File: src/rtl/sevenseg_scan_decoder_if.sv
// Frame output channel of the scanned 7-segment receiver: decoded digits, masks and valid/ready.
interface sevenseg_scan_decoder_if #(
  parameter int unsigned NUM_DIGITS = 4
);
  logic [4*NUM_DIGITS-1:0] bcd_out;
  logic [NUM_DIGITS-1:0]   blank_mask;
  logic [NUM_DIGITS-1:0]   err_mask;
  logic                    out_valid;
  logic                    out_ready;

  modport master (
    output bcd_out, blank_mask, err_mask, out_valid,
    input  out_ready
  );

  modport slave (
    input  bcd_out, blank_mask, err_mask, out_valid,
    output out_ready
  );
endinterface

File: src/rtl/sevenseg_scan_decoder.sv
// Samples a multiplexed 7-segment bus, debounces each digit dwell, decodes it to BCD and
// emits one frame per complete scan over a valid/ready channel with sticky overrun.
module sevenseg_scan_decoder #(
  parameter int unsigned NUM_DIGITS    = 4,
  parameter int unsigned STABLE_CYCLES = 4
) (
  input  logic                  clk,
  input  logic                  rst,
  input  logic [6:0]            seg_in,
  input  logic [NUM_DIGITS-1:0] dig_en,
  input  logic                  clr_overrun,
  output logic                  overrun,
  sevenseg_scan_decoder_if.master frm
);
  localparam int unsigned CW = $clog2(STABLE_CYCLES + 1);
  localparam logic [CW-1:0] CNT_MAX = CW'(STABLE_CYCLES);
  localparam logic [CW-1:0] CNT_CAP = CW'(STABLE_CYCLES - 1);

  typedef enum logic {WAIT_STABLE, CAPTURED} dwell_t;
  typedef enum logic {COLLECT, PRESENT} frame_t;

  // Returns {blank, err, code}
  function automatic logic [5:0] decode(input logic [6:0] s);
    case (s)
      7'b1111110: decode = 6'h00;
      7'b0110000: decode = 6'h01;
      7'b1101101: decode = 6'h02;
      7'b1111001: decode = 6'h03;
      7'b0110011: decode = 6'h04;
      7'b1011011: decode = 6'h05;
      7'b1011111: decode = 6'h06;
      7'b1110000: decode = 6'h07;
      7'b1111111: decode = 6'h08;
      7'b1111011: decode = 6'h09;
      7'b0000000: decode = {2'b10, 4'hF};
      default:    decode = {2'b01, 4'hE};
    endcase
  endfunction

  logic [6:0]              seg_q, seg_prev_q;
  logic [NUM_DIGITS-1:0]   dig_q, dig_prev_q;
  logic [CW-1:0]           cnt_q, cnt_d;
  dwell_t                  dwell_q, dwell_d;
  logic [4*NUM_DIGITS-1:0] code_q, code_d, snap_code_q, bcd_q;
  logic [NUM_DIGITS-1:0]   blank_q, blank_d, snap_blank_q, bmask_q;
  logic [NUM_DIGITS-1:0]   err_q, err_d, snap_err_q, emask_q;
  logic [NUM_DIGITS-1:0]   seen_q, seen_d;
  logic                    done_q;
  frame_t                  frame_q, frame_d;
  logic                    overrun_q, overrun_d;

  logic       onehot, same, capture, full, load, handoff, drop;
  logic [CW-1:0] run;
  logic [5:0] dec;

  always_comb begin
    onehot  = (dig_q != '0) && ((dig_q & (dig_q - NUM_DIGITS'(1))) == '0);
    same    = (seg_q == seg_prev_q) && (dig_q == dig_prev_q);
    run     = '0;
    if (onehot && same) run = (cnt_q == CNT_MAX) ? cnt_q : cnt_q + CW'(1);
    // A changed sample restarts the dwell even from CAPTURED, so it may capture at once when STABLE_CYCLES=1
    capture = onehot && (!same || dwell_q == WAIT_STABLE) && (run >= CNT_CAP);
    cnt_d   = run;
    if (!onehot)     dwell_d = WAIT_STABLE;
    else if (capture) dwell_d = CAPTURED;
    else if (!same)   dwell_d = WAIT_STABLE;
    else              dwell_d = dwell_q;

    dec     = decode(seg_q);
    code_d  = code_q;
    blank_d = blank_q;
    err_d   = err_q;
    for (int unsigned i = 0; i < NUM_DIGITS; i++) begin
      if (capture && dig_q[i]) begin
        code_d[4*i +: 4] = dec[3:0];
        blank_d[i]       = dec[5];
        err_d[i]         = dec[4];
      end
    end
    full   = &seen_q;
    seen_d = full ? '0 : seen_q;
    if (capture) seen_d = seen_d | dig_q;

    handoff   = (frame_q == PRESENT) && frm.out_ready;
    load      = done_q && ((frame_q == COLLECT) || frm.out_ready);
    drop      = done_q && !load;
    if (load)         frame_d = PRESENT;
    else if (handoff) frame_d = COLLECT;
    else              frame_d = frame_q;
    overrun_d = (overrun_q && !clr_overrun) || drop;
  end

  always_ff @(posedge clk) begin
    if (rst) begin
      seg_q        <= '0;
      seg_prev_q   <= '0;
      dig_q        <= '0;
      dig_prev_q   <= '0;
      cnt_q        <= '0;
      dwell_q      <= WAIT_STABLE;
      code_q       <= '0;
      blank_q      <= '0;
      err_q        <= '0;
      seen_q       <= '0;
      done_q       <= 1'b0;
      snap_code_q  <= '0;
      snap_blank_q <= '0;
      snap_err_q   <= '0;
      frame_q      <= COLLECT;
      bcd_q        <= '0;
      bmask_q      <= '0;
      emask_q      <= '0;
      overrun_q    <= 1'b0;
    end else begin
      seg_q      <= seg_in;
      dig_q      <= dig_en;
      seg_prev_q <= seg_q;
      dig_prev_q <= dig_q;
      cnt_q      <= cnt_d;
      dwell_q    <= dwell_d;
      code_q     <= code_d;
      blank_q    <= blank_d;
      err_q      <= err_d;
      seen_q     <= seen_d;
      // Snapshot decouples the finished frame from captures already landing for the next one
      done_q     <= full;
      if (full) begin
        snap_code_q  <= code_q;
        snap_blank_q <= blank_q;
        snap_err_q   <= err_q;
      end
      frame_q   <= frame_d;
      overrun_q <= overrun_d;
      if (load) begin
        bcd_q   <= snap_code_q;
        bmask_q <= snap_blank_q;
        emask_q <= snap_err_q;
      end
    end
  end

  assign frm.bcd_out    = bcd_q;
  assign frm.blank_mask = bmask_q;
  assign frm.err_mask   = emask_q;
  assign frm.out_valid  = (frame_q == PRESENT);
  assign overrun        = overrun_q;
endmodule
File: src/flat_wrapper.sv
// flat-port wrapper written by rule: the top's interface ports become plain ports
module sevenseg_scan_decoder_flat 
#(
  parameter int unsigned NUM_DIGITS    = 4,
  parameter int unsigned STABLE_CYCLES = 4
)
  (clk, rst, seg_in, dig_en, clr_overrun, overrun, frm_bcd_out, frm_blank_mask, frm_err_mask, frm_out_valid, frm_out_ready);
  sevenseg_scan_decoder_if #(.NUM_DIGITS(NUM_DIGITS)) frm_i ();
  input  logic clk;
  input  logic rst;
  input  logic [6:0] seg_in;
  input  logic [NUM_DIGITS-1:0] dig_en;
  input  logic clr_overrun;
  output logic overrun;
  output wire logic [$bits(frm_i.bcd_out)-1:0] frm_bcd_out;
  output wire logic [$bits(frm_i.blank_mask)-1:0] frm_blank_mask;
  output wire logic [$bits(frm_i.err_mask)-1:0] frm_err_mask;
  output wire logic [$bits(frm_i.out_valid)-1:0] frm_out_valid;
  input wire logic [$bits(frm_i.out_ready)-1:0] frm_out_ready;
  assign frm_bcd_out = frm_i.bcd_out;
  assign frm_blank_mask = frm_i.blank_mask;
  assign frm_err_mask = frm_i.err_mask;
  assign frm_out_valid = frm_i.out_valid;
  assign frm_i.out_ready = frm_out_ready;
  sevenseg_scan_decoder #(.NUM_DIGITS(NUM_DIGITS), .STABLE_CYCLES(STABLE_CYCLES)) u_core (.clk(clk), .rst(rst), .seg_in(seg_in), .dig_en(dig_en), .clr_overrun(clr_overrun), .overrun(overrun), .frm(frm_i));
endmodule
File: config.mk
export PLATFORM = sky130hd
export DESIGN_NAME = sevenseg_scan_decoder_flat
export DESIGN_NICKNAME = d
export VERILOG_FILES = /design/src/rtl/sevenseg_scan_decoder_if.sv /design/src/rtl/sevenseg_scan_decoder.sv /design/src/flat_wrapper.sv
export SDC_FILE = /design/constraint.sdc
export NUM_CORES = 1
export LEC_CHECK = 0
export ABC_AREA = 1
export CAP_MARGIN = 20
export CELL_PAD_IN_SITES_DETAIL_PLACEMENT = 1
export CELL_PAD_IN_SITES_GLOBAL_PLACEMENT = 2
export CORE_ASPECT_RATIO = 1.1
export CORE_MARGIN = 4
export CORE_UTILIZATION = 34
export DETAILED_ROUTE_END_ITERATION = 8
export GPL_ROUTABILITY_DRIVEN = 0
export PLACE_DENSITY = 0.86
export SYNTH_ARGS = -nofsm -noshare
export SYNTH_HDL_FRONTEND = slang
export SYNTH_SLANG_ARGS = --single-unit
File: constraint.sdc
create_clock -name clk -period 3.4 [get_ports clk]
set_input_delay 0.68 -clock clk [delete_from_list [all_inputs] [get_ports clk]]
set_output_delay 0.68 -clock clk [all_outputs]
set_load 0.05 [all_outputs]
==> out/metrics.yaml <==
floorplanning:
  fp.dieH_um: 126
  die_x_um: 115
  row_count: 42
  die_area_um2: 14500
  initial_core_util: 0.353
  coreArea_um2: 12200
  pin_count: 41
grt:
  grt_overflow: 0
  track_usage: 0.140
  grt_pass1_vias: 3574
  grt_antenna_before_repair: 0
  grt_max_degree: 75
  grt_pass1_wl_um: 16500
setup_path:
  crit_chain: "clkdlybuf4s50_1"
  reg2regPathDepth: 11
  slowest_delay_ns: 0.82
  crit-reg2reg-launch: "u_core.dig_q[3]"
  slowest_stage: "clkdlybuf4s50_1"
  critPathTopFamily: "buffers and inverters"
  critPathBufInv: 1
  crit_required_ns: 2.72
  path_max_fanout: 2
  endpoint_kind: "output pin"
  critPathKind: "flop to output pin"
  critPathLaunchType: "flop"
  worstReg2RegEnd: "u_core.code_q[6]"
  ff2ff_setup_slack_ns: 1.21
  cp.arrival_ns: 1.52
sta:
  post-route-period-util: 0.648
  tightest_slew_ns: 0.671
  maxSlewViolCount: 0
  rsz0062_at_grt: "no"
  skew_ns: 0.00864
  hold_violations: 0
  fmax_mhz: 454
  setup_viol: 0
  slew-limit-headroom: 0.552
  period_needed_ns: 2.20
  setup_tns_ns: 0
finish:
  utilization: 0.421
  num_antenna_cells: 0
  stdcell_area_um2: 5140
  nets: 643
  drive_gt1_frac: 0.0650
  area_growth_pct: 19.3
pwr:
  vdd_drop_max_uv: 256
  power_leakage_nw: 2.19
  power.density_nw_per_um2: 495
  total_power_mw: 2.54
place:
  place_area_um2: 4780
  numPortBuffers: 40
  dp_hpwl_um: 6920
clock_network:
  cts_max_path_buffers: 2
  cts.sinks: 105
  tritoncts: "built"
  cts_setup_buffers: 0
  clk_latency_ns: 0.35
  cts-htree-levels: 3
  cts.clk_slew.worst_paths_ns: 0.07
  cts-root-buf: "clkbuf_16"
  postCtsResizedCells: 0
  cts_made_buffers: 9
  ctsHoldBuffers: 0
route:
  drt-total-wl_um: 9650
  dr.first_iter.drc_count: 118
  vias: 3601
  met3_length_um: 360
  avgRoutedWirePerCell_um: 12.3
  wl_met1_um: 4460
  post_drt_via_cell_ratio: 4.59
  routed.top_layer: "met4"
  ant_nets: 0
  drc_errors: 0
  route.met2.wl_um: 4670
  first_pass_iters: 4
worst_hold_path:
  hp-class: "flop to flop"
  hold_path_startpoint: "u_core.err_q[3]"
  min_to: "u_core.snap_err_q[3]"
  whs_path_depth: 2
yosys:
  synth-async-reset-ratio: 0
  synth_edf_count: 0
  syn-cell-area_um2: 4310
  syn_nets: 617
  syn_area_per_cell_um2: 7.18
  yosys_register_bits: 105
  syn_inst: 600
  synth-warning-count: 0
  synth_seq_area_share: 0.488
  synth_cell_types: 27
  synth_ff_type: "dfxtp_1"
outcome:
  status: "finished, final reports clean"
job:
  drv_cap: 0
-- metal layers --
layer,global-route usage,vias up
met1,0.166,1633
met3,0.0250,13
met2,0.243,55
li1,-,1900
met4,0.0608,0
met5,0,-
-- worst max-delay path by stage --
| stage | from | endpoint | depth (start not counted) |
|---|---|---|---|
| final | u_core.frm.blank_mask[0] | frm_blank_mask[0] | 1 |
| after global routing | u_core.dig_q[2] | u_core.code_q[7] | 11 |
| after CTS | u_core.dig_q[2] | u_core.code_q[6] | 11 |
| after detailed placement | frm_out_ready | u_core.frm.bcd_out[6] | 8 |
| after global placement | frm_out_ready | u_core.frm.bcd_out[7] | 8 |
| after floorplan | u_core.cnt_q[0] | u_core.code_q[13] | 11 |
-- sequential cells by signal (all words and copies together), names as in the netlist --
name / flops
u_core.blank_q: 4
u_core.cnt_q: 3
u_core.code_q: 16
u_core.dig_prev_q: 4
u_core.dig_q: 4
u_core.done_q: 1
u_core.dwell_q: 1
u_core.err_q: 4
u_core.frm.bcd_out: 16
u_core.frm.blank_mask: 4
u_core.frm.err_mask: 4
u_core.frm.out_valid: 1
u_core.overrun: 1
u_core.seen_q: 4
u_core.seg_prev_q: 7
u_core.seg_q: 7
u_core.snap_blank_q: 4
u_core.snap_code_q: 16
u_core.snap_err_q: 4
-- through the flow --
step           std cells  hold WS, ns  setup slack (ns)
3_3_place_gp         768        0.445              1.09
2_1_floorplan        600        0.430              1.60
5_1_grt              785        0.490             0.936
4_1_cts              784        0.459              1.15
3_5_place_dp         768        0.449              1.02
6_report             785        0.459              1.20
-- cells in the final DEF, fill, tap and decap left out, drive strengths merged, types with 2 or more instances in the layout --
| cell type | count |
|---|---|
| clkdlybuf4s50 | 40 |
| ha | 2 |
| o21ai | 49 |
| nand3 | 11 |
| dfxtp | 105 |
| inv | 97 |
| nor2 | 123 |
| nand4 | 28 |
| clkbuf | 9 |
| or2 | 2 |
| clkinv | 2 |
| a21oi | 32 |
| buf | 5 |
| nand2 | 114 |
| xnor2 | 5 |
| bufinv | 2 |
-- power breakdown --
part / switching [mW] / total, mW / internal (mW)
sequential: 0.0190 / 1.26 / 1.24
combinational: 0.0791 / 0.123 / 0.0438
clock: 0.500 / 1.16 / 0.661
total: 0.598 / 2.54 / 1.95
-- layout make-up --
type | instances | area (µm²)
tap | 154 | 193
inverter | 94 | 353
sequential | 105 | 2100
timing repair buffer | 45 | 458
fill | 1558 | 7050
clock inverter | 7 | 109
multi-input combinational | 371 | 1700
clock buffer | 9 | 225
-- cells in the mapped netlist, types with 4 or more instances --
cell type,n,area (µm²)
nor2_1,122,458
nand2_1,113,424
dfxtp_1,105,2100
inv_1,84,315
o21ai_0,49,245
a21oi_1,31,155
nand4_1,28,175
clkbuf_1,16,60.1
inv_2,10,37.5
nand3_1,7,35.0
xnor2_1,5,43.8
buf_1,4,15.0
buf_4,4,30.0
-- cells by family (layout without fill, tap and decap cells) --
group,after synthesis,after routing,synth area share
AOI/OAI and AO/OA,84,84,0.101
xor gates and xnor gates,6,6,0.0122
adders and majority gates,2,2,0.00581
buffers and inverters,124,155,0.118
DFF,105,105,0.488
and+or+nand+nor,279,279,0.275
-- tightest hold or removal path: stages, from the launching register on --
cell	delay, ns
dfxtp_1	0.30
inv_1	0.06
a21oi_1	0.06
Note: power is estimated with default switching activity, not from simulation.
